File: config.mk
export PLATFORM = sky130hd
export DESIGN_NAME = slab_minmax_seq
export DESIGN_NICKNAME = d
export VERILOG_FILES = /design/src/rtl/slab_minmax_seq.sv
export SDC_FILE = /design/constraint.sdc
export NUM_CORES = 2
export LEC_CHECK = 0
export CELL_PAD_IN_SITES_DETAIL_PLACEMENT = 1
export CELL_PAD_IN_SITES_GLOBAL_PLACEMENT = 1
export CORE_MARGIN = 2
export CORE_UTILIZATION = 39
export DETAILED_ROUTE_END_ITERATION = 16
export GPL_ROUTABILITY_DRIVEN = 1
export PLACE_DENSITY_LB_ADDON = 0.15
export SYNTH_ARGS = -nofsm -noshare
export SYNTH_HDL_FRONTEND = slang
export SYNTH_SLANG_ARGS = --single-unit
File: constraint.sdc
create_clock -name clk -period 2.33 [get_ports clk]
set_input_delay 0.233 -clock clk [delete_from_list [all_inputs] [get_ports clk]]
set_output_delay 0.233 -clock clk [all_outputs]
set_load 0.03 [all_outputs]
File: src/rtl/slab_minmax_seq.sv
// Ray/AABB slab finish: sequences five (six with RAY_BEHIND_CHECK_EN) compares on one shared
// pipelined FP less-than unit to form t_entry = max(tnear), t_exit = min(tfar) and hit.
module slab_minmax_seq #(
  parameter int unsigned WIDTH   = 65,
  parameter int unsigned CMP_LAT = 3
) (
  input  logic           clk,
  input  logic           rst,
  input  logic           start,
  input  logic [WIDTH:0] tnear_x,
  input  logic [WIDTH:0] tnear_y,
  input  logic [WIDTH:0] tnear_z,
  input  logic [WIDTH:0] tfar_x,
  input  logic [WIDTH:0] tfar_y,
  input  logic [WIDTH:0] tfar_z,
  output logic           busy,
  output logic           done,
  output logic           hit,
  output logic [WIDTH:0] t_entry,
  output logic [WIDTH:0] t_exit,
  output logic [WIDTH:0] cmp_a,
  output logic [WIDTH:0] cmp_b,
  input  logic           cmp_less
);

  typedef enum logic [1:0] {StIdle, StRun, StDone} state_e;

`ifdef RAY_BEHIND_CHECK_EN
  localparam logic [2:0] LastStep = 3'd6;
`else
  localparam logic [2:0] LastStep = 3'd5;
`endif
  localparam logic [3:0] CntLast = 4'(CMP_LAT);

  state_e         state_q;
  logic [2:0]     step_q;
  logic [3:0]     cnt_q;
  logic           busy_q, done_q, hit_q;
  logic [WIDTH:0] nx_q, ny_q, nz_q, fx_q, fy_q, fz_q;
  logic [WIDTH:0] tn_q, tf_q, t_entry_q, t_exit_q, cmp_a_q, cmp_b_q;
  logic [WIDTH:0] tn_d, tf_d, cmp_a_d, cmp_b_d;
  logic           hit_fin;
`ifdef RAY_BEHIND_CHECK_EN
  logic           hit_r_q;
`endif

  // Running max/min selection and next-op operand mux, driven by the result sampled this cycle.
  always_comb begin
    tn_d    = tn_q;
    tf_d    = tf_q;
    cmp_a_d = cmp_a_q;
    cmp_b_d = cmp_b_q;
    case (step_q)
      3'd1: begin
        tn_d    = cmp_less ? ny_q : nx_q;
        cmp_a_d = tn_d;
        cmp_b_d = nz_q;
      end
      3'd2: begin
        tn_d    = cmp_less ? nz_q : tn_q;
        cmp_a_d = fx_q;
        cmp_b_d = fy_q;
      end
      3'd3: begin
        tf_d    = cmp_less ? fx_q : fy_q;
        cmp_a_d = fz_q;
        cmp_b_d = tf_d;
      end
      3'd4: begin
        tf_d    = cmp_less ? fz_q : tf_q;
        cmp_a_d = tn_q;
        cmp_b_d = tf_d;
      end
`ifdef RAY_BEHIND_CHECK_EN
      3'd5: begin
        cmp_a_d = tf_q;
        cmp_b_d = '0;
      end
`endif
      default: ;
    endcase
  end

`ifdef RAY_BEHIND_CHECK_EN
  // Exit behind the ray origin means no hit.
  assign hit_fin = hit_r_q & ~cmp_less;
`else
  assign hit_fin = cmp_less;
`endif

  always_ff @(posedge clk) begin
    if (rst) begin
      state_q   <= StIdle;
      step_q    <= '0;
      cnt_q     <= '0;
      busy_q    <= 1'b0;
      done_q    <= 1'b0;
      hit_q     <= 1'b0;
      nx_q      <= '0;
      ny_q      <= '0;
      nz_q      <= '0;
      fx_q      <= '0;
      fy_q      <= '0;
      fz_q      <= '0;
      tn_q      <= '0;
      tf_q      <= '0;
      t_entry_q <= '0;
      t_exit_q  <= '0;
      cmp_a_q   <= '0;
      cmp_b_q   <= '0;
`ifdef RAY_BEHIND_CHECK_EN
      hit_r_q   <= 1'b0;
`endif
    end else begin
      case (state_q)
        StIdle: begin
          if (start) begin
            nx_q    <= tnear_x;
            ny_q    <= tnear_y;
            nz_q    <= tnear_z;
            fx_q    <= tfar_x;
            fy_q    <= tfar_y;
            fz_q    <= tfar_z;
            cmp_a_q <= tnear_x;
            cmp_b_q <= tnear_y;
            step_q  <= 3'd1;
            cnt_q   <= '0;
            busy_q  <= 1'b1;
            state_q <= StRun;
          end
        end
        StRun: begin
          if (cnt_q == CntLast) begin
            cnt_q <= '0;
            tn_q  <= tn_d;
            tf_q  <= tf_d;
`ifdef RAY_BEHIND_CHECK_EN
            if (step_q == 3'd5) hit_r_q <= cmp_less;
`endif
            if (step_q == LastStep) begin
              step_q    <= '0;
              busy_q    <= 1'b0;
              done_q    <= 1'b1;
              hit_q     <= hit_fin;
              t_entry_q <= tn_q;
              t_exit_q  <= tf_q;
              state_q   <= StDone;
            end else begin
              step_q  <= step_q + 3'd1;
              cmp_a_q <= cmp_a_d;
              cmp_b_q <= cmp_b_d;
            end
          end else begin
            cnt_q <= cnt_q + 4'd1;
          end
        end
        StDone: begin
          done_q  <= 1'b0;
          state_q <= StIdle;
        end
        default: state_q <= StIdle;
      endcase
    end
  end

  assign busy    = busy_q;
  assign done    = done_q;
  assign hit     = hit_q;
  assign t_entry = t_entry_q;
  assign t_exit  = t_exit_q;
  assign cmp_a   = cmp_a_q;
  assign cmp_b   = cmp_b_q;

endmodule
==> reports/results.ini <==
[clock_tree]
clkSlewWorstSetupHoldPaths_ns=0.06
cts_sinks=804
clk-insertion-delay-late_ns=0.65
htree_num_levels=3
cts_buffer_depth=3
tritoncts=built
cts_buffers=91
root_buffer=clkbuf_16

[cells_and_area]
final_cells=5970
fillers=10300
final_common_cell=nand2_1
fin_area_um2=47000
drive_above_1_share_pct=11.3
utilization_pct=52.5
final_cell_mix=nand2_1, a21oi_1, dfxtp_1
fin_nets=5104
area_delta_synth_final_pct=33.9

[grt]
grt.overflow.total=0
grt_pass1_wl_um=227000
antenna_found_initial=18
grt.total_usage_pct=31.4
grt_pass1_vias=35400
grt_max_degree=164

[floorplanning]
die_w_um=304
io_pins=667
core_area_um2=89600
num_rows=110
start_util_pct=39.2
die_h_um=304
dieArea_um2=92500

[sta]
setup_viol=0
min_period_ns=2.26
timing.final.ws_setup_ns=0.0692
finalHoldViolCount=0
worstMarginPinSlew_ns=0.911
slew_headroom_pct=39.3
tns_ns=0
timing.final.crit_share_pct=97.0
maxSlewViolCount=0
clock.fmax_mhz=442
fin_skew_ns=0.0199
rsz0062_at_grt=yes

[pwr]
p_leak_nw=17.0
p_per_area_nw_per_um2=755
worst_ir_drop_vdd_uv=526

[routing]
wirelength_um=151000
ant_nets=0
avgViaCountPerCell=5.90
top_layer_used=met5
vias=35200
drtIter0Drc=3349
first_pass_iters=10
wl_met2_um=69500
wl_per_cell_um=25.2
routed-wl-met3_um=11000
m1WireLength_um=63800
drcViolationCount=0

[critical_path]
cpPeakStageDelay_ns=0.38
cp_cell_sequence=nand2_1 -> inv_1 -> ha_4 -> nor2b_1 -> o21a_1 -> o21a_2 -> nor3_4 -> buf_12 -> buf_16 -> a22o_1
crit_fanout=33
cp.arrival_ns=2.84
cp.required_ns=2.91
start_kind=flop
rr_worst_depth=10
reg2reg_to=cmp_b[41]
path_delay_family=compound AO/OA/AOI/OAI gates
cp_num_buf_inv=3
endpoint_kind=flop
r2r_slack_ns=0.07
slowest_stage=dfxtp_4
rr_startpoint=step_q[0]
critPathKind=flop to flop

[place]
dp_cells=5779
gp_congestion=0.856
io_buffer_count=666
placed_cell_area_um2=43600
dp_slack_ns=-0.0238
dp_hpwl_um=99900

[status]
status=complete, no violations

[logic_synthesis]
syn_nets=4596
synth_cell_types=42
synth_area_per_cell_um2=8.38
synth_seq_cells=804
synthFlopType=dfxtp_1
syn_inst=4194
async_flop_share_pct=0
synth_area_um2=35100
synth_area_leader_cell=dfxtp_1
yosys_warnings=0
synth_top_area_share_pct=45.8
synth_edf_count=0
ys_seq_area_share_pct=45.8
ys_top_cells_by_area=dfxtp_1, nand2_1, a21oi_1

[worst_hold_path]
min_path_type=primary input to flop
hold_depth=3
min_from=cmp_less
whs_endpoint=tf_q[16]

[run]
maxCapViolCount=0

[sequential cells by signal (all words and copies together), names as in the netlist, 66 cells and up]
register,cells
cmp_a,66
cmp_b,66
fx_q,66
fy_q,66
fz_q,66
nx_q,66
ny_q,66
nz_q,66
t_entry,66
t_exit,66
tf_q,66
tn_q,66
[metrics by stage]
stage	power, W	hold WS, ns
4_1_cts	0.0357	0.0246
6_report	0.0355	0.0559
2_1_floorplan	0.0176	0.369
3_5_place_dp	0.0200	0.447
5_1_grt	0.0366	0.0433
3_3_place_gp	0.0199	0.441
[kinds of logic after synthesis]
kind of cell               synth area share [%]
muxes                                      10.3
DFF                                        45.8
buffers and inverters                      4.96
xor gates and xnor gates                 0.0249
AOI/OAI and AO/OA                          24.0
adders and majority gates                0.0712
and+or+nand+nor                            14.8
[metal layers]
layer,global-route usage (%),vias up
met5,0,-
li1,-,15900
met1,42.2,17400
met3,4.71,317
met4,13.4,6
met2,50.4,1565
[cell usage after synthesis (all sizes together) (2+ instances only)]
cell type and count:
a22oi 67, nor3b 4, clkbuf 260, a222oi 131, o21ai 5, mux2 131, mux4 66, mux2i 67
o21a 2, a21oi 871, ha 2, dfxtp 804, nand3 3, nor3 5, nor2 82, or3 3
inv 4, nor2b 3, o211ai 68, nand2 1263, a22o 131, a211oi 67, buf 144
[power by group]
part           switching (W)  internal (W)  leakage (nW)
sequential          0.000617        0.0144          6.56
clock                0.00622       0.00950          1.60
combinational        0.00270       0.00212          8.83
total                0.00953        0.0260          17.0
[how the worst max path moves through the flow]
stage                     startpoint        end  slack [ns]  cells after the start
after global routing       step_q[0]  cmp_b[60]       -0.03                     10
after detailed placement   step_q[0]  cmp_b[21]       -0.02                      9
after CTS                  step_q[2]  cmp_b[62]        0.03                      8
after floorplan            step_q[2]  cmp_a[11]        0.18                     11
after global placement         start  cmp_b[64]        0.06                      6
final                      step_q[0]  cmp_b[41]        0.07                     10
[tightest hold or removal path, cell delays in order]
cell and delay [ns]:
buf_8 0.11, mux4_2 0.22, a22o_1 0.12
[cell type report]
class / instances / area (um^2) / area share, %
antenna: 15 / 37.5 / 0.0798
timing repair buffer: 819 / 8680 / 18.5
sequential: 804 / 16100 / 34.2
clock inverter: 48 / 608 / 1.29
clock buffer: 122 / 2670 / 5.67
inverter: 4 / 15.0 / 0.0319
multi-input combinational: 2982 / 17500 / 37.1
tap: 1176 / 1470 / 3.13
[what timing repair did]
item | 4_1_cts | 5_1_grt
setup endpoints to repair | 63 | 97
gates resized for setup | 3 | 4
pin swaps | 1 | 0
buffers inserted | 1 | 2
cloned | 2 | 0
hold buffers | 1 | 0
hold endpoints to repair | 21 | 0
Note: power is estimated with default switching activity, not from simulation.
